==> src/rtl/if_id_fetch_buffer.sv <==
// IF/ID fetch buffer: circular FIFO of (PC, instruction) pairs between fetch and decode.
// Ports: clk, reset (async, active-high); in_valid/in_PC/in_instruction/in_ready from fetch;
// BranchTaken flushes all entries; out_valid/out_PC/out_instruction/out_ready to decode;
// count is the occupancy. An empty buffer presents a NOP bubble (out_PC=0).
// Define IFBUF_PERF_EN to add perf_stall_cycles, perf_flushed and perf_bubbles outputs.
module if_id_fetch_buffer #(
  parameter int          XLEN      = 64,
  parameter int          DEPTH     = 2,
  parameter logic [31:0] NOP_INSTR = 32'h00000013
) (
  input  logic                     clk,
  input  logic                     reset,
  input  logic                     in_valid,
  input  logic [XLEN-1:0]          in_PC,
  input  logic [31:0]              in_instruction,
  output logic                     in_ready,
  input  logic                     BranchTaken,
  output logic                     out_valid,
  output logic [XLEN-1:0]          out_PC,
  output logic [31:0]              out_instruction,
  input  logic                     out_ready,
  output logic [$clog2(DEPTH):0]   count
`ifdef IFBUF_PERF_EN
  ,
  output logic [31:0]              perf_stall_cycles,
  output logic [31:0]              perf_flushed,
  output logic [31:0]              perf_bubbles
`endif
);

  localparam int AW = $clog2(DEPTH);
  localparam int CW = AW + 1;
  localparam logic [CW-1:0] FULL = CW'(DEPTH);

  logic [XLEN-1:0] pc_mem  [DEPTH];
  logic [31:0]     ins_mem [DEPTH];
  logic [AW-1:0]   wr_ptr;
  logic [AW-1:0]   rd_ptr;
  logic            push;
  logic            pop;

  // Ready/valid depend only on registered occupancy, never on out_ready.
  assign in_ready  = (count != FULL);
  assign out_valid = (count != '0);
  assign push      = in_valid & in_ready & ~BranchTaken;
  assign pop       = out_valid & out_ready & ~BranchTaken;

  assign out_PC          = out_valid ? pc_mem[rd_ptr]  : '0;
  assign out_instruction = out_valid ? ins_mem[rd_ptr] : NOP_INSTR;

  // Storage is deliberately not reset; only pointers and count are.
  always_ff @(posedge clk) begin
    if (push) begin
      pc_mem[wr_ptr]  <= in_PC;
      ins_mem[wr_ptr] <= in_instruction;
    end
  end

  always_ff @(posedge clk or posedge reset) begin
    if (reset) begin
      wr_ptr <= '0;
      rd_ptr <= '0;
      count  <= '0;
    end else if (BranchTaken) begin
      wr_ptr <= '0;
      rd_ptr <= '0;
      count  <= '0;
    end else begin
      if (push) wr_ptr <= wr_ptr + AW'(1);
      if (pop)  rd_ptr <= rd_ptr + AW'(1);
      unique case ({push, pop})
        2'b10:   count <= count + CW'(1);
        2'b01:   count <= count - CW'(1);
        default: count <= count;
      endcase
    end
  end

`ifdef IFBUF_PERF_EN
  logic [32:0] flush_sum;

  // Entries discarded by a flush: everything buffered plus the wrong-path input.
  always_comb begin
    flush_sum = {1'b0, perf_flushed} + 33'(count) + 33'(in_valid);
  end

  always_ff @(posedge clk or posedge reset) begin
    if (reset) begin
      perf_stall_cycles <= '0;
      perf_flushed      <= '0;
      perf_bubbles      <= '0;
    end else begin
      if (in_valid && !in_ready && perf_stall_cycles != '1)
        perf_stall_cycles <= perf_stall_cycles + 32'd1;
      if (BranchTaken)
        perf_flushed <= flush_sum[32] ? '1 : flush_sum[31:0];
      if (!out_valid && out_ready && perf_bubbles != '1)
        perf_bubbles <= perf_bubbles + 32'd1;
    end
  end
`endif

endmodule

==> config.mk <==
export PLATFORM = sky130hd
export DESIGN_NAME = if_id_fetch_buffer
export DESIGN_NICKNAME = d
export VERILOG_FILES = /design/src/rtl/if_id_fetch_buffer.sv
export SDC_FILE = /design/constraint.sdc
export NUM_CORES = 1
export LEC_CHECK = 0
export ABC_AREA = 1
export CAP_MARGIN = 20
export CORE_MARGIN = 8
export CORE_UTILIZATION = 40
export CTS_CLUSTER_SIZE = 40
export DETAILED_ROUTE_END_ITERATION = 16
export PLACE_DENSITY = 0.68
export SYNTH_ARGS = -nofsm -noshare
export SYNTH_HDL_FRONTEND = slang
export SYNTH_SLANG_ARGS = --single-unit
==> constraint.sdc <==
create_clock -name clk -period 6.2 [get_ports clk]
set_clock_uncertainty 0.05 [all_clocks]
set_input_delay 0.62 -clock clk [delete_from_list [all_inputs] [get_ports clk]]
set_output_delay 0.62 -clock clk [all_outputs]
set_load 0.01 [all_outputs]
# Word-level counts from Yosys, hierarchy flattened
# Memory sizes are Yosys's and may differ from the RTL's.
# Cells that the tools add are included.
word_totals:
  ram_bits: 192
  register_bits: 4
  inputBits: 101
  out_inout_bits: 100
  n_memories: 2
classes:
  mux: 10
  n_eq_ne: 3
  bitwise_logic: 5
  add_sub_neg: 4
  n_reduce_logical: 4
memory_table:
  columns: ["name", "depth", "width", "rd", "rd_ports_with_merged_regs", "write_ports", "line", "rtl"]
  rows:
  - ["pc_mem", 2, 64, 1, 0, 1, "35", "logic [XLEN-1:0] pc_mem [DEPTH];"]
  - ["ins_mem", 2, 32, 1, 0, 1, "36", "logic [31:0] ins_mem [DEPTH];"]
ops:
  columns: ["op", "n"]
  rows:
  - ["$mux W64", 1]
  - ["$mux W32", 1]
  - ["$mux W1", 6]
  - ["$reduce_bool A2 Y1", 3]
  - ["$and A1 B1 Y1", 4]
  - ["$pmux W2 S2", 1]
  - ["$reduce_bool A3 Y1", 1]
  - ["$add A1 B1 Y1 const B", 2]
  - ["$add A2 B1 Y2 const B", 1]
  - ["$eq A2 B1 Y1 const B", 1]
  - ["$eq A2 B2 Y1 const B", 1]
  - ["$mux W2", 1]
  - ["$ne A2 B2 Y1 const B", 1]
  - ["$sub A2 B1 Y2 const B", 1]
  - ["$not A1 Y1", 1]

# Longest topological paths before layout
# Gate-level depths: netlist of the first run.
logic_depth:
  word_depth: 6
  depth_mapped: 8
  ltp_nobuf: 8

# Worst setup path after synthesis of the first run
# Ideal clock, no wire load.
synth_path:
  path_type: "input -> register"
  from: "input BranchTaken"
  to: "memory ins_mem[1][0], enable pin"
  path_stages: 3
  t_arrival_ns: 4.812
  n_path_buf: 0
  setup_time_ns: 0.551
  required_time_ns: 5.599
  slack_ns: 0.787
  path_cell_list: "inv_1 -> nand3_2 -> nor2_1"
synth_via:
  elab_chain_len: 4
synth_lines:
  columns: ["element", "line", "rtl"]
  rows:
  - ["start, declared", "17", "input logic BranchTaken,"]
  - ["$not A1 Y1", "45", "assign push = in_valid & in_ready & ~BranchTaken;"]
  - ["$and A1 B1 Y1", "45", null]
  - ["$mux W1", "53", "if (push) begin"]
  - ["$mux W1 (not written as such)", "55", "ins_mem[wr_ptr] <= in_instruction;"]
  - ["end, declared", "36", null]
# No other way between the ends.

# Worst setup path after layout of the first run
layout_path:
  from: "register count[1]"
  to: "output out_PC[52]"
layout_via:
  elab_chain_len: 2
layout_lines:
  columns: ["element", "line", "rtl"]
  rows:
  - ["start, declared", "22", "output logic [$clog2(DEPTH):0] count"]
  - ["start signal, assigned", "72", "2'b10: count <= count + CW'(1);"]
  - ["start signal, assigned", "73", "2'b01: count <= count - CW'(1);"]
  - ["start signal, assigned", "74", "default: count <= count;"]
  - ["$reduce_bool A2 Y1", "44", "assign out_valid = (count != '0);"]
  - ["$mux W64", "48", "assign out_PC = out_valid ? pc_mem[rd_ptr] : '0;"]
  - ["end, declared", "19", "output logic [XLEN-1:0] out_PC,"]
# No other way between the ends.

==> results by group, run 1 <==
Run status
  • Status: completed

Finish
  • Layout overhead on the synthesized area: 37.7%
  • Storage cell area: 0.00587 mm^2
  • Nets@finish: 845
  • Diode count: 0
  • Area of the multi-input gates: 0.00135 mm^2
  • Layout cells sized above 1: 0.0687
  • Finished Layout Cells: 991
  • Fill cells: 1501

Yosys
  • Main area contributors after synthesis: edfxtp_1 (78%), nand2_1 (10%), a21oi_1 (6.3%)
  • Synthesized area per cell: 13.5 um^2
  • Top cell type's share of synthesized area: 0.777
  • Seq/Total Area, Yosys: 0.790
  • Top cells by count, synth: nand2_1 (199), edfxtp_1 (192), a21oi_1 (93), buf_2 (14), buf_4 (11)
  • Post-synth top area cell: edfxtp_1
  • Syn Inst Count: 549
  • Top_reg_cell synth: edfxtp_1
  • Syn_nets: 650
  • Number of flops mapped to enable cells by yosys: 192
  • Ys Warns: 0
  • Yosys cell types: 21
  • Register bit total from synthesis: 196
  • Top-count cell post-synth: nand2_1
  • Post-Syn Area: 0.00742 mm^2
  • Asr flop ratio synth: 0.0204

Power and ir drop
  • Sequential Power Share: 0.388
  • Power density cells: 409 mW/mm^2
  • Clk pwr share: 0.264
  • Peak supply drop: 212 uV
  • Pleak: 0.00357 uW
  • Internal: 2860 uW
  • Comb pwr share: 0.347
  • Switching share of power: 0.315
  • Psw: 1320 uW

Worst setup path
  • Crit path kind: register to output port
  • CP required: 5.53 ns
  • Critical path startpoint category: register
  • CP Data Arrival Time: 3.08 ns
  • Maximum fanout along the worst path: 55
  • Crit. End Element: output port

Die
  • Die Height: 152 um
  • Rows: 50
  • Initial Util: 0.402
  • Core Box Area: 0.0185 mm^2
  • Die area: 0.0232 mm^2
  • Die Wd: 152 um
  • I/O Pins: 201

Timing
  • Setup WS post-layout: 2.45 ns
  • Slew Viols, Final: 0
  • # setup viols final: 0
  • FMAX: 0.266 GHz
  • RSZ-0062 raised after global routing: no
  • Setup TNS: 0 ns
  • Hold Vio Cnt, Final: 0
  • Final min period: 3.75 ns
  • Rel. slew slack: 0.306
  • Worst slew pin tran: 1.04 ns
  • Fin crit share: 0.605
  • Hold slack: 0.373 ns

Clock network
  • H-tree levels: 4
  • CTS buffer count: 17
  • Post_cts resized: 0
  • # hold bufs at CTS: 0
  • Latest clock arrival within the worst-skew pair: 0.42 ns
  • Clock Root Buffer: clkbuf_16
  • TritonCTS clock tree: built
  • CTS max path bufs: 2
  • Clk sinks: 196
  • Clock-pin slew on the worst setup and hold paths: 0.07 ns
  • Post-CTS Setup Bufs: 0

Routing
  • Via/cell ratio: 4.91
  • DR iter-0 viols: 269
  • DRT antenna net count: 0
  • # DRC: 0
  • DR pass1 iterations: 4
  • Via count: 4865
  • DR WL/cell: 18.0 um
  • WL final: 17800 um

Global route
  • Vias in the first global route: 5213
  • Gr usage total: 0.155
  • First-pass GRT wire length: 28100 um
  • Pin count of the biggest net entering global routing: 97
  • Initial antenna violation count: 0
  • Grt ovf: 0

Placed design
  • Worst slack, placed: 2.86 ns
  • HPWL Detailed: 11600 um
  • Inst Count DP: 958
  • Global placement routability congestion: 0.802
  • I/O Buffers: 200

Flow run
  • Max Cap Viol: 0

Hold path
  • Hold Path Class: input port to asynchronous set/reset pin
==> sequential cells by signal (all words and copies together), names as in the netlist <==
| signal | flops |
|---|---|
| pc_mem | 128 |
| ins_mem | 64 |
| count | 2 |
| rd_ptr | 1 |
| wr_ptr | 1 |
==> path summary, 6_finish.rpt <==
check	start	to	slack [ns]	cells after the start
setup / recovery	count[1]	out_PC[52]	2.45	4
hold / removal	reset	count[0]	0.37	2
setup reg to reg	count[1]	count[0]	3.53	7
hold reg to reg	wr_ptr	wr_ptr	0.47	2
max in group asynchronous	reset	rd_ptr	5.54	2
min in group clk	wr_ptr	wr_ptr	0.47	2
==> kinds of logic after synthesis <==
logic type / share of synthesized area
DFF: 0.790
and+or+nand+nor: 0.113
xor gates and xnor gates: 0.00236
AOI/OAI and AO/OA: 0.0646
buffers and inverters: 0.0298
==> worst max-delay path, stage by stage, from the launching register on <==
cell	delay (ns)
dfrtp_1	0.47
nor2_4	0.83
buf_4	0.66
a21oi_1	0.14
clkdlybuf4s50_1	0.53
==> power by group through the flow <==
stage                     Clock [uW]  Sequential, uW  Combinational [uW]
final                           1100            1620                1450
after global routing            1190            1630                1570
after CTS                       1130            1620                1480
after detailed placement           0            1650                1470
after global placement             0            1650                1460
after floorplan                    0            1650                 691
==> per-layer routing <==
layer | part of all wire | wire (um) | GRT usage | up-vias
li1 | - | - | - | 2320
met1 | 0.42 | 7420 | 0.182 | 2362
met2 | 0.51 | 9090 | 0.264 | 172
met3 | 0.068 | 1210 | 0.0579 | 11
met4 | 0.0075 | 133 | 0.0409 | 0
met5 | 0 | 0 | 0 | -
==> cells in the final DEF (no fill, tap or decap), types with 3 or more instances in the layout <==
master / n
a21oi_1: 93
buf_4: 6
clkbuf_16: 17
clkdlybuf4s50_1: 200
clkinv_4: 4
dfrtp_1: 3
edfxtp_1: 192
inv_1: 5
inv_2: 3
inv_6: 3
inv_8: 3
nand2_1: 199
nand3_1: 7
nor2_4: 3
==> through the flow <==
step | power (uW) | area (um^2) | utilization
3_3_place_gp | 3100 | 9600 | 0.520
3_5_place_dp | 3120 | 9600 | 0.520
2_1_floorplan | 2350 | 7420 | -
6_report | 4180 | 10200 | 0.554
5_1_grt | 4390 | 10200 | 0.554
4_1_cts | 4230 | 10200 | 0.552
==> cell type report <==
type | count | area share
Sequential cell | 196 | 0.574
Timing Repair Buffer | 207 | 0.203
Multi-Input combinational cell | 312 | 0.132
Inverter | 10 | 0.00404
Clock buffer | 17 | 0.0416
Clock inverter | 15 | 0.0168
Tap cell | 234 | 0.0286
Power figures use the tool's default switching activity.
==> run 2: changes to the inputs <==
--- a/config.mk
+++ b/config.mk
@@ -11,7 +11,7 @@
 export CORE_UTILIZATION = 40
 export CTS_CLUSTER_SIZE = 40
 export DETAILED_ROUTE_END_ITERATION = 16
-export PLACE_DENSITY = 0.68
+export PLACE_DENSITY = 0.71
 export SYNTH_ARGS = -nofsm -noshare
 export SYNTH_HDL_FRONTEND = slang
 export SYNTH_SLANG_ARGS = --single-unit
==> constraint.sdc (replaced) <==
create_clock -name clk -period 3.4 [get_ports clk]
set_clock_uncertainty 0.05 [all_clocks]
set_input_delay 0.34 -clock clk [delete_from_list [all_inputs] [get_ports clk]]
set_output_delay 0.34 -clock clk [all_outputs]
set_load 0.01 [all_outputs]
==> results by group, run 2 (synthesis results as in run 1) <==
Run status
  • Status: completed

Power and ir drop
  • Peak supply drop: 453 uV
  • Pleak: 0.00356 uW
  • Power density cells: 734 mW/mm^2

Finish
  • Regs by FF count: pc_mem: 128 flops, ins_mem: 64 flops, count: 2 flops
  • Nets@finish: 848
  • Layout cells sized above 1: 0.0633
  • Reg with most FFs: pc_mem
  • Max reg flops: 128
  • Fill cells: 1473
  • Final instance area: 0.0102 mm^2
  • Storage cell area: 0.00587 mm^2
  • Finished Layout Cells: 992
  • Area of the multi-input gates: 0.00135 mm^2
  • Most frequent cells in the layout: clkdlybuf4s50_1 (200), nand2_1 (199), edfxtp_1 (192), a21oi_1 (93), clkbuf_16 (17)
  • Layout overhead on the synthesized area: 37.4%
  • Most common cell after layout, fill and taps aside: clkdlybuf4s50_1
  • Diode count: 0

Timing
  • Final min period: 2.94 ns
  • RSZ-0062 raised after global routing: no
  • FMAX: 0.341 GHz
  • Slew Viols, Final: 0
  • Rel. slew slack: 0.509
  • # setup viols final: 0
  • Hold Vio Cnt, Final: 0
  • Fin crit share: 0.864
  • Worst slew pin tran: 0.736 ns
  • Setup TNS: 0 ns

Clock network
  • CTS max path bufs: 2
  • H-tree levels: 4
  • Latest clock arrival within the worst-skew pair: 0.42 ns
  • CTS buffer count: 17
  • TritonCTS clock tree: built
  • Post_cts resized: 0
  • Clk sinks: 196
  • Clock-pin slew on the worst setup and hold paths: 0.07 ns
  • # hold bufs at CTS: 0
  • Post-CTS Setup Bufs: 0
  • Clock Root Buffer: clkbuf_16

Worst setup path
  • Crit path kind: register to output port
  • CP top delay family: buffers and inverters
  • Bufs and invs on worst path: 3
  • Critical path, cell by cell: clkinv_2 > buf_4 > nand2_1 > a21oi_1 > clkdlybuf4s50_1
  • Crit. End Element: output port
  • Worst stage delay on the critical path: 0.59 ns
  • Critical path startpoint category: register
  • CP Data Arrival Time: 2.55 ns
  • Critical-path top delay cell: dfrtp_4
  • CP required: 3.01 ns
  • Maximum fanout along the worst path: 29

Global route
  • Pin count of the biggest net entering global routing: 54
  • Initial antenna violation count: 0
  • Vias in the first global route: 5409
  • Grt ovf: 0
  • First-pass GRT wire length: 28300 um
  • Gr usage total: 0.155

Flow run
  • Max Cap Viol: 0

Placed design
  • I/O Buffers: 200
  • DP Area: 0.00965 mm^2
  • HPWL Detailed: 11700 um
  • Global placement routability congestion: 0.793
  • Inst Count DP: 962

Routing
  • Via/cell ratio: 4.90
  • Via count: 4864
  • # DRC: 0
  • DR iter-0 viols: 296
  • DRT antenna net count: 0
  • DR pass1 iterations: 4
  • WL final: 17500 um
  • DR WL/cell: 17.6 um

Die
  • Initial Util: 0.402
  • Die Height: 152 um
  • I/O Pins: 201
  • Rows: 50
  • Core Box Area: 0.0185 mm^2
  • Die Wd: 152 um
  • Die area: 0.0232 mm^2

Hold path
  • Hold Path Class: input port to asynchronous set/reset pin
run 2: path summary, 6_finish.rpt:
check                                         from  cells past startpoint  slack [ns]              to
worst max-delay path                        rd_ptr                      5        0.46      out_PC[52]
worst min-delay path                         reset                      2        0.06        count[0]
worst max register to register            count[0]                      7        1.29   pc_mem[0][12]
worst min register to register              wr_ptr                      2        0.47          wr_ptr
max in group asynchronous                    reset                      2        3.07          rd_ptr
min in group clk                in_instruction[11]                      1        0.45  ins_mem[0][11]
run 2: report_power, final:
group          leakage [uW]  internal, uW  switching [uW]
clock network      0.000263          1070             813
registers           0.00180          2890            90.9
logic               0.00149          1240            1380
total               0.00356          5200            2280
run 2: cell type report:
class | count | share of cell area
clock buffer | 19 | 0.0425
clock inverter | 11 | 0.0108
inverter | 10 | 0.00405
multi-input combinational | 312 | 0.132
sequential | 196 | 0.576
tap | 234 | 0.0287
timing repair buffer | 210 | 0.206
run 2: per-stage QoR:
| stage | util | setup slack (ns) | total power (uW) | hold WS (ns) |
|---|---|---|---|---|
| floorplan | - | 0.155 | 4270 | 0.0561 |
| global placement | 0.523 | 0.934 | 5650 | 0.446 |
| detailed placement | 0.523 | 0.905 | 5680 | 0.458 |
| CTS | 0.553 | 0.427 | 7590 | 0.0404 |
| global route | 0.553 | 0.282 | 7880 | 0.0649 |
| finish | 0.553 | 0.464 | 7480 | 0.0572 |
run 2: routing by layer:
layer,global-route usage,part of all wire,vias up
met5,0,0,-
met4,0.0543,0.018,0
met3,0.0545,0.071,24
met2,0.273,0.50,154
met1,0.170,0.41,2368
li1,-,-,2318
